**src/rtl/mem_arb_pkg.sv**
```systemverilog
// Shared types and constants for the external memory port arbiter (mem_port_arb).
package mem_arb_pkg;

  localparam int ADDR_W = 23;

  typedef enum logic [1:0] {
    REQ_CPU = 2'd0,
    REQ_PPU = 2'd1,
    REQ_DMA = 2'd2
  } req_id_e;

  typedef enum logic [1:0] {
    IDLE   = 2'd0,
    ACCESS = 2'd1,
    DONE   = 2'd2
  } arb_state_e;

  function automatic req_id_e grant_to_id(input logic [2:0] grant);
    if (grant[REQ_DMA]) return REQ_DMA;
    if (grant[REQ_PPU]) return REQ_PPU;
    return REQ_CPU;
  endfunction

endpackage

```
**src/rtl/mem_arb_pick.sv**
```systemverilog
// Combinational winner selection: CPU > PPU > DMA, unless a promoted DMA request jumps the queue.
module mem_arb_pick
  import mem_arb_pkg::*;
(
  input  logic       cpu_req_i,
  input  logic       ppu_req_i,
  input  logic       dma_req_i,
  input  logic       promote_i,
  output logic [2:0] grant_o
);

  always_comb begin
    grant_o = '0;
    if (dma_req_i && promote_i) begin
      grant_o[REQ_DMA] = 1'b1;
    end else if (cpu_req_i) begin
      grant_o[REQ_CPU] = 1'b1;
    end else if (ppu_req_i) begin
      grant_o[REQ_PPU] = 1'b1;
    end else if (dma_req_i) begin
      grant_o[REQ_DMA] = 1'b1;
    end
  end

endmodule

```
**src/rtl/mem_port_arb.sv**
```systemverilog
// Three-requester external memory port arbiter with fixed-length accesses (IDLE/ACCESS/DONE).
// Define MEM_PORT_ARB_STARVE_GUARD_EN to promote a starved DMA request after STARVE_MAX grants.
module mem_port_arb
  import mem_arb_pkg::*;
#(
  parameter int ACC_CYC    = 4,
  parameter int STARVE_MAX = 8
) (
  input  logic              clk,
  input  logic              rst_n,

  input  logic              cpu_req,
  input  logic              cpu_we,
  input  logic [ADDR_W-1:0] cpu_addr,
  input  logic [7:0]        cpu_di,
  output logic [7:0]        cpu_do,
  output logic              cpu_ack,

  input  logic              ppu_req,
  input  logic              ppu_we,
  input  logic [ADDR_W-1:0] ppu_addr,
  input  logic [7:0]        ppu_di,
  output logic [7:0]        ppu_do,
  output logic              ppu_ack,

  input  logic              dma_req,
  input  logic              dma_we,
  input  logic [ADDR_W-1:0] dma_addr,
  input  logic [7:0]        dma_di,
  output logic [7:0]        dma_do,
  output logic              dma_ack,

  output logic              mem_ce,
  output logic              mem_oe,
  output logic              mem_we,
  output logic [ADDR_W-1:0] mem_addr,
  output logic [7:0]        mem_dati,
  input  logic [7:0]        mem_dato
);

  localparam logic [3:0] CntLoad = 4'(ACC_CYC - 1);

  if (ACC_CYC < 1 || ACC_CYC > 15 || STARVE_MAX < 1 || STARVE_MAX > 15) begin : g_param_check
    $error("mem_port_arb: ACC_CYC and STARVE_MAX must lie in 1..15");
  end

  arb_state_e        state_q;
  req_id_e           owner_q;
  logic [3:0]        cnt_q;
  logic              mem_ce_q, mem_oe_q, mem_we_q;
  logic [ADDR_W-1:0] mem_addr_q;
  logic [7:0]        mem_dati_q;
  logic [7:0]        cpu_do_q, ppu_do_q, dma_do_q;
  logic              cpu_ack_q, ppu_ack_q, dma_ack_q;

  logic              any_req;
  logic              promote;
  logic [2:0]        grant;
  req_id_e           win_id_d;
  logic              win_we_d;
  logic [ADDR_W-1:0] win_addr_d;
  logic [7:0]        win_di_d;

  assign any_req = cpu_req | ppu_req | dma_req;

  mem_arb_pick u_pick (
    .cpu_req_i (cpu_req),
    .ppu_req_i (ppu_req),
    .dma_req_i (dma_req),
    .promote_i (promote),
    .grant_o   (grant)
  );

  always_comb begin
    win_id_d   = grant_to_id(grant);
    win_we_d   = cpu_we;
    win_addr_d = cpu_addr;
    win_di_d   = cpu_di;
    case (win_id_d)
      REQ_PPU: begin
        win_we_d   = ppu_we;
        win_addr_d = ppu_addr;
        win_di_d   = ppu_di;
      end
      REQ_DMA: begin
        win_we_d   = dma_we;
        win_addr_d = dma_addr;
        win_di_d   = dma_di;
      end
      default: ;
    endcase
  end

`ifdef MEM_PORT_ARB_STARVE_GUARD_EN
  logic [3:0] starve_q, starve_d;

  // Only grants made while DMA is waiting count against it; any other grant resets the tally.
  always_comb begin
    starve_d = starve_q;
    if (state_q == IDLE && any_req) begin
      if (grant[REQ_DMA] || !dma_req) begin
        starve_d = '0;
      end else if (starve_q != 4'hF) begin
        starve_d = starve_q + 4'd1;
      end
    end
  end

  always_ff @(posedge clk or negedge rst_n) begin
    if (!rst_n) starve_q <= '0;
    else        starve_q <= starve_d;
  end

  assign promote = dma_req && (starve_q == 4'(STARVE_MAX));
`else
  assign promote = 1'b0;
`endif

  always_ff @(posedge clk or negedge rst_n) begin
    if (!rst_n) begin
      state_q    <= IDLE;
      owner_q    <= REQ_CPU;
      cnt_q      <= '0;
      mem_ce_q   <= 1'b0;
      mem_oe_q   <= 1'b0;
      mem_we_q   <= 1'b0;
      mem_addr_q <= '0;
      mem_dati_q <= '0;
      cpu_do_q   <= '0;
      ppu_do_q   <= '0;
      dma_do_q   <= '0;
      cpu_ack_q  <= 1'b0;
      ppu_ack_q  <= 1'b0;
      dma_ack_q  <= 1'b0;
    end else begin
      cpu_ack_q <= 1'b0;
      ppu_ack_q <= 1'b0;
      dma_ack_q <= 1'b0;
      case (state_q)
        IDLE: begin
          if (any_req) begin
            owner_q    <= win_id_d;
            mem_addr_q <= win_addr_d;
            mem_dati_q <= win_di_d;
            cnt_q      <= CntLoad;
            mem_ce_q   <= 1'b1;
            mem_oe_q   <= !win_we_d;
            mem_we_q   <= win_we_d;
            state_q    <= ACCESS;
          end
        end
        ACCESS: begin
          // mem_we_q still holds the access direction on the final cycle.
          if (cnt_q == 4'd0) begin
            mem_ce_q <= 1'b0;
            mem_oe_q <= 1'b0;
            mem_we_q <= 1'b0;
            state_q  <= DONE;
            case (owner_q)
              REQ_PPU: begin
                ppu_ack_q <= 1'b1;
                if (!mem_we_q) ppu_do_q <= mem_dato;
              end
              REQ_DMA: begin
                dma_ack_q <= 1'b1;
                if (!mem_we_q) dma_do_q <= mem_dato;
              end
              default: begin
                cpu_ack_q <= 1'b1;
                if (!mem_we_q) cpu_do_q <= mem_dato;
              end
            endcase
          end else begin
            cnt_q <= cnt_q - 4'd1;
          end
        end
        DONE:    state_q <= IDLE;
        default: state_q <= IDLE;
      endcase
    end
  end

  assign mem_ce   = mem_ce_q;
  assign mem_oe   = mem_oe_q;
  assign mem_we   = mem_we_q;
  assign mem_addr = mem_addr_q;
  assign mem_dati = mem_dati_q;
  assign cpu_do   = cpu_do_q;
  assign ppu_do   = ppu_do_q;
  assign dma_do   = dma_do_q;
  assign cpu_ack  = cpu_ack_q;
  assign ppu_ack  = ppu_ack_q;
  assign dma_ack  = dma_ack_q;

endmodule

```
**config.mk**
```make
export PLATFORM = sky130hd
export DESIGN_NAME = mem_port_arb
export DESIGN_NICKNAME = d
export VERILOG_FILES = /design/src/rtl/mem_arb_pkg.sv /design/src/rtl/mem_arb_pick.sv /design/src/rtl/mem_port_arb.sv
export SDC_FILE = /design/constraint.sdc
export NUM_CORES = 1
export LEC_CHECK = 0
export BUFFER_PORTS_ARGS = -buffer_cell sky130_fd_sc_hd__buf_2
export CAP_MARGIN = 40
export CORE_MARGIN = 2
export CORE_UTILIZATION = 24
export CTS_CLUSTER_DIAMETER = 50
export DETAILED_ROUTE_END_ITERATION = 8
export GPL_ROUTABILITY_DRIVEN = 0
export PLACE_DENSITY = 0.58
export SLEW_MARGIN = 10
export SYNTH_ARGS = -nofsm -noshare
export SYNTH_HDL_FRONTEND = slang
export SYNTH_HIERARCHICAL = 1
export SYNTH_SLANG_ARGS = --single-unit
```
**constraint.sdc**
```tcl
create_clock -name clk -period 1.6 [get_ports clk]
set_input_delay 0.24 -clock clk [delete_from_list [all_inputs] [get_ports clk]]
set_output_delay 0.24 -clock clk [all_outputs]
set_load 0.05 [all_outputs]
```
==> impl_metrics.toml, run 1 <==
[floorplan]
io_pins = 170
dieArea_sq_um = 15510
rows = 44
die_w_um = 124.5
coreArea_sq_um = 14370
start_util_pct = 24.27
die_y_um = 124.5

[drt]
highest_layer = "met4"
drt_wl_total_um = 8954
wl_per_cell_um = 13.40
drt_pass1_iterations = 4
wl_met2_um = 4706
drt-met1-wl_um = 3795
drt_first_iter_violations = 84
vias_per_cell = 4.257
drc = 0
routed-via-count = 2844
ant_nets = 0
routed-wl-met3_um = 325

[setup_path]
critPathArrivalTime_ns = 1.94
cp-end-kind = "flip-flop"
ff2ff_path_depth = 7
crit_fanout = 5
path_class = "reg2reg"
required_ns = 1.86
startpoint_type = "flip-flop"

[placement]
dp_hpwl_um = 7088
port-buffer-count = 169

[clock_network]
cts_tree = "done"
clk_latency_ns = 0.33
clk_pin_slew_ns = 0.06
h-tree-depth = 3
cts.sinks = 69
cts_buffers = 9
cts-root-buf = "clkbuf_16"
cts_max_path_buffers = 2

[synth]
yosysWarnings = 6
syn_avg_cell_area_sq_um = 12.02
syn_area_sq_um = 3487
netlist_instances = 290

[global_routing]
grt_remaining_overflow = 0
antenna_found_initial = 0
grt_start_max_net_pins = 55
grtUsageTotal_pct = 11.75
grt_pass1_wl_um = 14560
grt_pass1_vias = 2955

[power_and_ir_drop]
cellPowerDensity_nw_per_um2 = 2160
p_leak_nw = 2.411
finalPower_w = 0.01100
ir_drop_mv = 0.8028

[sta]
rsz0062_at_grt = "yes"
hold_viol = 0
min_period_ns = 1.677
timing.final.ws_setup_ns = -0.07692
setup_viol = 10
fmax_ghz = 0.5963
final_max_slew_viol_count = 0
fin_crit_sh_pct = 104.8
finClkSkew_ns = 0.005495

[run_status]
violations = "setup timing"
outcome = "finished, violations left"

[final_layout]
syn2layout_area_growth_pct = 46.00
fillers = 1432
antennaDiodeCount = 0
nNetsFinal = 593
final_util_pct = 35.43
drive_gt1_share_pct = 57.85

[flow_run]
maxCapViolCount = 0

[hold_path]
hold_depth = 2
hp-class = "in2reg"
power breakdown:
group	leakage, nW	internal (W)	switching [W]	total [W]
Sequential	0.828	0.00260	0.000456	0.00305
Combinational	1.44	0.00194	0.00401	0.00595
Clock	0.141	0.00128	0.000715	0.00200
Total	2.41	0.00582	0.00518	0.0110
metrics by stage:
step,setup TNS (ns),setup slack (ns),hold WS (ns),instance area (sq um),instances
4_1_cts,-0.07542,-0.07542,0.1478,5065,667
2_1_floorplan,-0.9413,-0.06864,-0.05559,3491,291
6_report,-0.2305,-0.07692,0.1841,5091,668
3_3_place_gp,-4.993,-0.1615,0.1020,4706,649
5_1_grt,-1.211,-0.1260,0.1785,5091,668
3_5_place_dp,-8.015,-0.2314,0.1052,4706,649
layout make-up:
type / count / area (sq um) / share of cell area, %
flip-flops and latches: 69 / 1727 / 33.92
well taps: 184 / 230.2 / 4.522
clock buffers: 12 / 256.5 / 5.038
inverters: 7 / 26.28 / 0.5161
clock inverters: 3 / 45.04 / 0.8847
repair buffers: 195 / 1134 / 22.27
multi-input cells: 198 / 1673 / 32.86
layer usage:
| layer | global-route usage [%] | vias to the layer above |
|---|---|---|
| met4 | 4.164 | 0 |
| li1 | - | 1402 |
| met1 | 13.86 | 1358 |
| met3 | 2.363 | 9 |
| met2 | 21.12 | 75 |
| met5 | 0 | - |
worst max-delay path, stage by stage, from the launching register on:
cell and delay [ns]:
dfrtp_1 0.34, inv_1 0.08, ha_4 0.17, nor3b_4 0.15, buf_12 0.14, buf_4 0.13
or4_4 0.48, a21oi_2 0.13
what timing repair did:
item,in CTS,in global routing
buffers inserted,2,1
resized for setup,5,5
setup endpoints to repair,27,15
pin swaps,2,1
hold endpoints to repair,11,0
hold buffers,1,0
gates cloned,0,0
cells in the final DEF (no fill, tap or decap), types with 2 or more instances in the layout:
| master | instances |
|---|---|
| o21ai_0 | 35 |
| o21ai_1 | 2 |
| mux2i_1 | 36 |
| and3_2 | 3 |
| conb_1 | 2 |
| nand2b_1 | 4 |
| buf_12 | 7 |
| nand2_1 | 31 |
| clkbuf_16 | 9 |
| buf_4 | 19 |
| mux2_1 | 2 |
| nand3_4 | 3 |
| ha_1 | 3 |
| dfrtp_1 | 69 |
| clkbuf_8 | 2 |
| mux2_2 | 55 |
| nor3b_4 | 2 |
| nor3_1 | 3 |
| inv_1 | 6 |
| nor2_1 | 2 |
| clkinvlp_4 | 2 |
| buf_2 | 168 |
sequential cells by signal, summed over array words and instances (netlist names), 2 cells and up:
name / count
mem_dati: 8
owner_q: 2
cnt_q: 4
dma_do: 8
cpu_do: 8
ppu_do: 8
mem_addr: 23
state_q: 2
path summary, 6_finish.rpt:
check                        startpoint           end  slack, ns
max in group asynchronous         rst_n   mem_addr[9]       0.75
min                         mem_dato[3]     dma_do[3]       0.18
max                            cnt_q[0]      cnt_q[2]      -0.08
max reg2reg                    cnt_q[0]      cnt_q[2]      -0.08
min in group asynchronous         rst_n      cnt_q[2]       0.30
min reg2reg                mem_addr[16]  mem_addr[16]       0.48
(Power assumes the default switching activity.)
==> inputs of run 2 (changes only) <==
--- a/config.mk
+++ b/config.mk
@@ -16,5 +16,4 @@
 export SLEW_MARGIN = 10
 export SYNTH_ARGS = -nofsm -noshare
 export SYNTH_HDL_FRONTEND = slang
-export SYNTH_HIERARCHICAL = 1
 export SYNTH_SLANG_ARGS = --single-unit
==> impl_metrics.toml, run 2 <==
[synth]
ys_top_cells_by_count = "69 x dfrtp_1, 40 x nand2_1, 25 x a21oi_1"
syn_avg_cell_area_sq_um = 10.25
netlist.area_leader.share_pct = 48.85
ys_types = 44
ys_seq_area_share_pct = 48.85
yosysWarnings = 0
yosys.area.top_type = "dfrtp_1"
netlist_instances = 345
yosysMostFrequentCell = "dfrtp_1"
synth-seq-cells = 69
syn_nets = 458
synth_edf_count = 0
syn_area_sq_um = 3535
yosys-top-cells-area = "dfrtp_1 49%, mux2_2 7.3%, nand2_1 4.2%, a21o_1 4.0%, nand3b_1 4.0%"
synth_ff_type = "dfrtp_1"
synth-async-reset-ratio_pct = 100.0

[flow_run]
maxCapViolCount = 0

[setup_path]
cp-end-kind = "flip-flop"
required_ns = 1.82
path_class = "reg2reg"
cp_top_family = "flip-flops"
crit_fanout = 8
slowest_stage = "dfrtp_1"
startpoint_type = "flip-flop"
reg2reg_from = "cnt_q[0]"
critPathBufInv = 2
ff2ff_path_depth = 6
cp_cell_sequence = "inv_2, ha_4, nor3b_4, buf_4, nand3_4, mux2_4"
worstReg2RegEnd = "cpu_do[3]"
slowest_delay_ns = 0.38
reg2reg_slack_ns = 0.02
critPathArrivalTime_ns = 1.81

[power_and_ir_drop]
cellPowerDensity_nw_per_um2 = 2122
p_int_w = 0.005549
p_seq_share_pct = 28.3
p_leak_nw = 2.504
finalPower_w = 0.01084
pwr-share-clk_pct = 18.3
power.switching_w = 0.005286
combPwrFrac_pct = 53.4
ir_drop_mv = 0.7237
switching_share_pct = 48.79

[placement]
port-buffer-count = 169
dp_hpwl_um = 8411
placed_area_sq_um = 4727
dp_cells = 697

[sta]
min_period_ns = 1.584
fin_crit_sh_pct = 99.03
final_max_slew_viol_count = 0
max_slew_margin_pct = 71.07
finClkSkew_ns = 0.007583
rsz0062_at_grt = "yes"
setup_viol = 0
fmax_ghz = 0.6311
tightest_slew_ns = 0.4340
hold_viol = 0

[drt]
drt_wl_total_um = 11150
vias_per_cell = 4.681
routed-via-count = 3356
wl_per_cell_um = 15.54
drt_pass1_iterations = 4
drc = 0
ant_nets = 0
drt_first_iter_violations = 156

[global_routing]
grt.met1_usage_pct = 19.03
grt_pass1_wl_um = 17720
grtUsageMet3_pct = 3.594
grt_remaining_overflow = 0
grt_busiest_layer = "met2"
antenna_found_initial = 0
grtUsageTotal_pct = 14.38
grt_pass1_vias = 3443
grtUsageMet2_pct = 23.11
grt_start_max_net_pins = 45

[floorplan]
die_y_um = 125.4
dieArea_sq_um = 15710
die_w_um = 125.4
coreArea_sq_um = 14480
start_util_pct = 24.41
io_pins = 170
rows = 44

[run_status]
outcome = "complete, no violations"

[final_layout]
syn2layout_area_growth_pct = 44.50
largest_reg_flops = 23
layout_commonest_cell = "buf_2"
final_util_pct = 35.27
final_cells = 717
nNetsFinal = 640
final_cell_mix = "168 x buf_2, 69 x dfrtp_1, 40 x nand2_1"
fin_area_sq_um = 5107
drive_gt1_share_pct = 48.12

[clock_network]
h-tree-depth = 3
cts_tree = "done"
cts_buffers = 9
clk_pin_slew_ns = 0.06
cts_max_path_buffers = 2
cts-root-buf = "clkbuf_16"
clk_latency_ns = 0.34
cts.sinks = 69

[hold_path]
holdPathEnd = "mem_dati[2]"
hp-class = "in2reg"
worstHoldStart = "cpu_di[2]"
hold_depth = 3
-- run 2: changes by cell type in the layout (fill, tap and decap cells not counted), sizes merged, moves of 8 or more --
| cell | before | now |
|---|---|---|
| a21o | 0 | 19 |
| a21oi | 1 | 25 |
| a22oi | 0 | 8 |
| a31oi | 0 | 19 |
| inv | 7 | 21 |
| mux2 | 58 | 25 |
| mux2i | 36 | 1 |
| nand2 | 31 | 40 |
| nand3b | 0 | 19 |
| o21ai | 37 | 15 |
| o221ai | 0 | 12 |
-- run 2: metrics by stage --
step | setup TNS (ns) | setup WS (ns) | hold slack, ns
after global placement | 0 | 0.005433 | 0.2090
after CTS | -0.006042 | -0.006042 | 0.1365
after detailed placement | -0.6798 | -0.07386 | 0.2117
after global routing | -1.216 | -0.07115 | 0.1560
after floorplan | 0 | 0.01940 | -0.05559
final | 0 | 0.01553 | 0.1539
-- run 2: layout make-up --
type	count	area, sq um
clock inverter	5	60.06
tap	184	230.2
antenna	1	2.502
multi-input combinational	228	1667
clock buffer	11	232.7
sequential	69	1727
timing repair buffer	199	1114
inverter	20	75.07
fill	1490	9371
-- run 2: power groups by stage --
stage / clock [W] / combinational (W) / sequential, W
after floorplan: 0 / 0.00152 / 0.00558
after global placement: 0 / 0.00558 / 0.00307
after detailed placement: 0 / 0.00568 / 0.00306
after CTS: 0.00204 / 0.00579 / 0.00306
after global routing: 0.00211 / 0.00615 / 0.00318
final: 0.00198 / 0.00579 / 0.00307
-- run 2: timing repair --
action,CTS,global route
endpoints found under the setup margin,24,29
hold buffers,1,0
setup buffers,3,0
gates resized for setup,7,6
endpoints found under the hold margin,27,0
cloned,0,0
pin swaps,0,2
-- run 2: logic make-up after synthesis --
group / after synthesis / synth area share (%)
AOI/OAI and AO/OA: 108 / 20.25
adders and majority gates: 4 / 1.416
DFF: 69 / 48.85
buffers and inverters: 48 / 5.982
muxes: 26 / 8.248
and+or+nand+nor: 90 / 15.26
-- run 2: how the worst max path moves through the flow --
| stage | from | end | depth (start not counted) |
|---|---|---|---|
| finish | cnt_q[0] | cpu_do[3] | 6 |
| detailed placement | cnt_q[1] | cpu_do[3] | 5 |
| floorplan | cnt_q[0] | dma_do[3] | 6 |
| global placement | cnt_q[0] | dma_do[3] | 6 |
| global route | cnt_q[1] | ppu_do[7] | 5 |
| CTS | cnt_q[1] | cnt_q[2] | 7 |
-- run 2: metal layers --
layer / part of all wire [%] / up-vias
li1: - / 1610
met1: 47 / 1599
met2: 45 / 134
met3: 6.3 / 13
met4: 1.2 / 0
met5: 0 / -
-- run 2: tightest hold or removal path, delay by kind of cell --
kind / cells / cell delay [ns]
AOI/OAI and AO/OA: 1 / 0.07
and+or+nand+nor: 1 / 0.05
buffers and inverters: 1 / 0.09
==> inputs of run 3 (changes only) <==
==> constraint.sdc (replaced) <==
create_clock -name clk -period 1.45 [get_ports clk]
set_input_delay 0.2175 -clock clk [delete_from_list [all_inputs] [get_ports clk]]
set_output_delay 0.2175 -clock clk [all_outputs]
set_load 0.05 [all_outputs]
==> impl_metrics.toml, run 3 (same netlist as run 2, synthesis figures left out) <==
[sta]
rsz0062_at_grt = "yes"
timing.final.ws_setup_ns = -0.1088
min_period_ns = 1.559
finClkSkew_ns = 0.009727
tightest_slew_ns = 0.3834
whs_ns = 0.1297
setup_viol = 24
fmax_ghz = 0.6415
final_max_slew_viol_count = 0
fin_crit_sh_pct = 107.5
hold_viol = 0
max_slew_margin_pct = 74.08

[final_layout]
nNetsFinal = 648
final_util_pct = 36.25
layout_commonest_cell = "buf_2"
syn2layout_area_growth_pct = 48.50
largest_reg_flops = 23
drive_gt1_share_pct = 50.19
antennaDiodeCount = 0
fillers = 1502
final_cell_mix = "168 x buf_2, 66 x dfrtp_1, 40 x nand2_1"

[drt]
drt_pass1_iterations = 4
drc = 0
drt_wl_total_um = 11680
vias_per_cell = 4.692
ant_nets = 0
wl_per_cell_um = 16.13
drt_first_iter_violations = 122
routed-via-count = 3397

[clock_network]
clk_pin_slew_ns = 0.06
cts.sinks = 69
h-tree-depth = 3
clk_latency_ns = 0.34
cts-root-buf = "clkbuf_16"
cts_max_path_buffers = 2
cts_tree = "done"
cts_buffers = 9

[floorplan]
dieArea_sq_um = 15710
coreArea_sq_um = 14480
start_util_pct = 24.41
rows = 44
die_y_um = 125.4
io_pins = 170
die_w_um = 125.4

[hold_path]
hp-class = "in2reg"
hold_depth = 3

[placement]
port-buffer-count = 169
post-place-ws_ns = -0.1938
dp_hpwl_um = 8687

[global_routing]
grt_remaining_overflow = 0
antenna_found_initial = 0
grtUsageTotal_pct = 15.31
grt_start_max_net_pins = 42
grt_pass1_wl_um = 18950
grt_pass1_vias = 3644

[setup_path]
critPathArrivalTime_ns = 1.78
path_class = "reg2reg"
cp-end-kind = "flip-flop"
reg2reg_slack_ns = -0.11
startpoint_type = "flip-flop"
required_ns = 1.67
crit_fanout = 8
ff2ff_path_depth = 6

[run_status]
violations = "setup timing"
outcome = "finished, violations left"

[power_and_ir_drop]
ir_drop_mv = 0.9087
cellPowerDensity_nw_per_um2 = 2345
p_leak_nw = 2.574

[flow_run]
maxCapViolCount = 0
run 3: changes by cell type in the layout (fill, tap and decap cells not counted), moves of 2 or more:
cell and delta:
clkbuf_8 +3, buf_12 +2, buf_4 +6, dfrtp_1 -3
dfrtp_2 +3, clkbuf_1 -2
run 3: path summary, 6_finish.rpt:
kind | startpoint | end
worst max-delay path | cnt_q[1] | dma_do[3]
worst min-delay path | cpu_di[6] | mem_dati[6]
worst max register to register | cnt_q[1] | dma_do[3]
worst min register to register | ppu_do[4] | ppu_do[4]
max in group asynchronous | rst_n | mem_dati[7]
min in group asynchronous | rst_n | mem_addr[18]
run 3: stage by stage:
step / cells / instance area [sq um] / power (W) / TNS, ns
after floorplan: 345 / 3548 / 0.007855 / -1.488
after global placement: 702 / 4800 / 0.009646 / -3.101
after detailed placement: 702 / 4800 / 0.009770 / -4.036
after CTS: 722 / 5220 / 0.01237 / -2.110
after global routing: 724 / 5249 / 0.01302 / -3.940
final: 724 / 5249 / 0.01231 / -1.936
run 3: final cells by class:
cell class	instances	area, sq um	share of cell area (%)
flip-flops and latches	69	1730	32.97
multi-input cells	228	1693	32.25
repair buffers	207	1199	22.84
clock buffers	12	266.5	5.077
well taps	184	230.2	4.386
inverters	20	75.07	1.430
clock inverters	4	55.05	1.049
run 3: worst max-delay path, cell delays in order (launching register included):
cell	delay [ns]
dfrtp_1	0.39
inv_2	0.08
ha_4	0.12
nor3b_4	0.22
buf_4	0.16
nand3_4	0.14
mux2_4	0.33
run 3: routing by layer:
metal	global-route usage, %	vias up	wire, um
met5	0	-	0
met4	4.771	0	124
met3	4.750	8	746
met2	23.85	124	5335
met1	20.44	1638	5474
li1	-	1627	-
run 3: what timing repair did:
item	in CTS	in global routing
pin swaps	4	4
setup endpoints to repair	30	39
hold buffers	1	0
endpoints found under the hold margin	24	0
gates resized for setup	12	6
buffers inserted	4	3
run 3: report_power, final:
part	internal, W	total [W]	switching (W)
Combinational	0.00209	0.00661	0.00452
Sequential	0.00284	0.00337	0.000524
Clock	0.00148	0.00233	0.000849
Total	0.00641	0.0123	0.00589
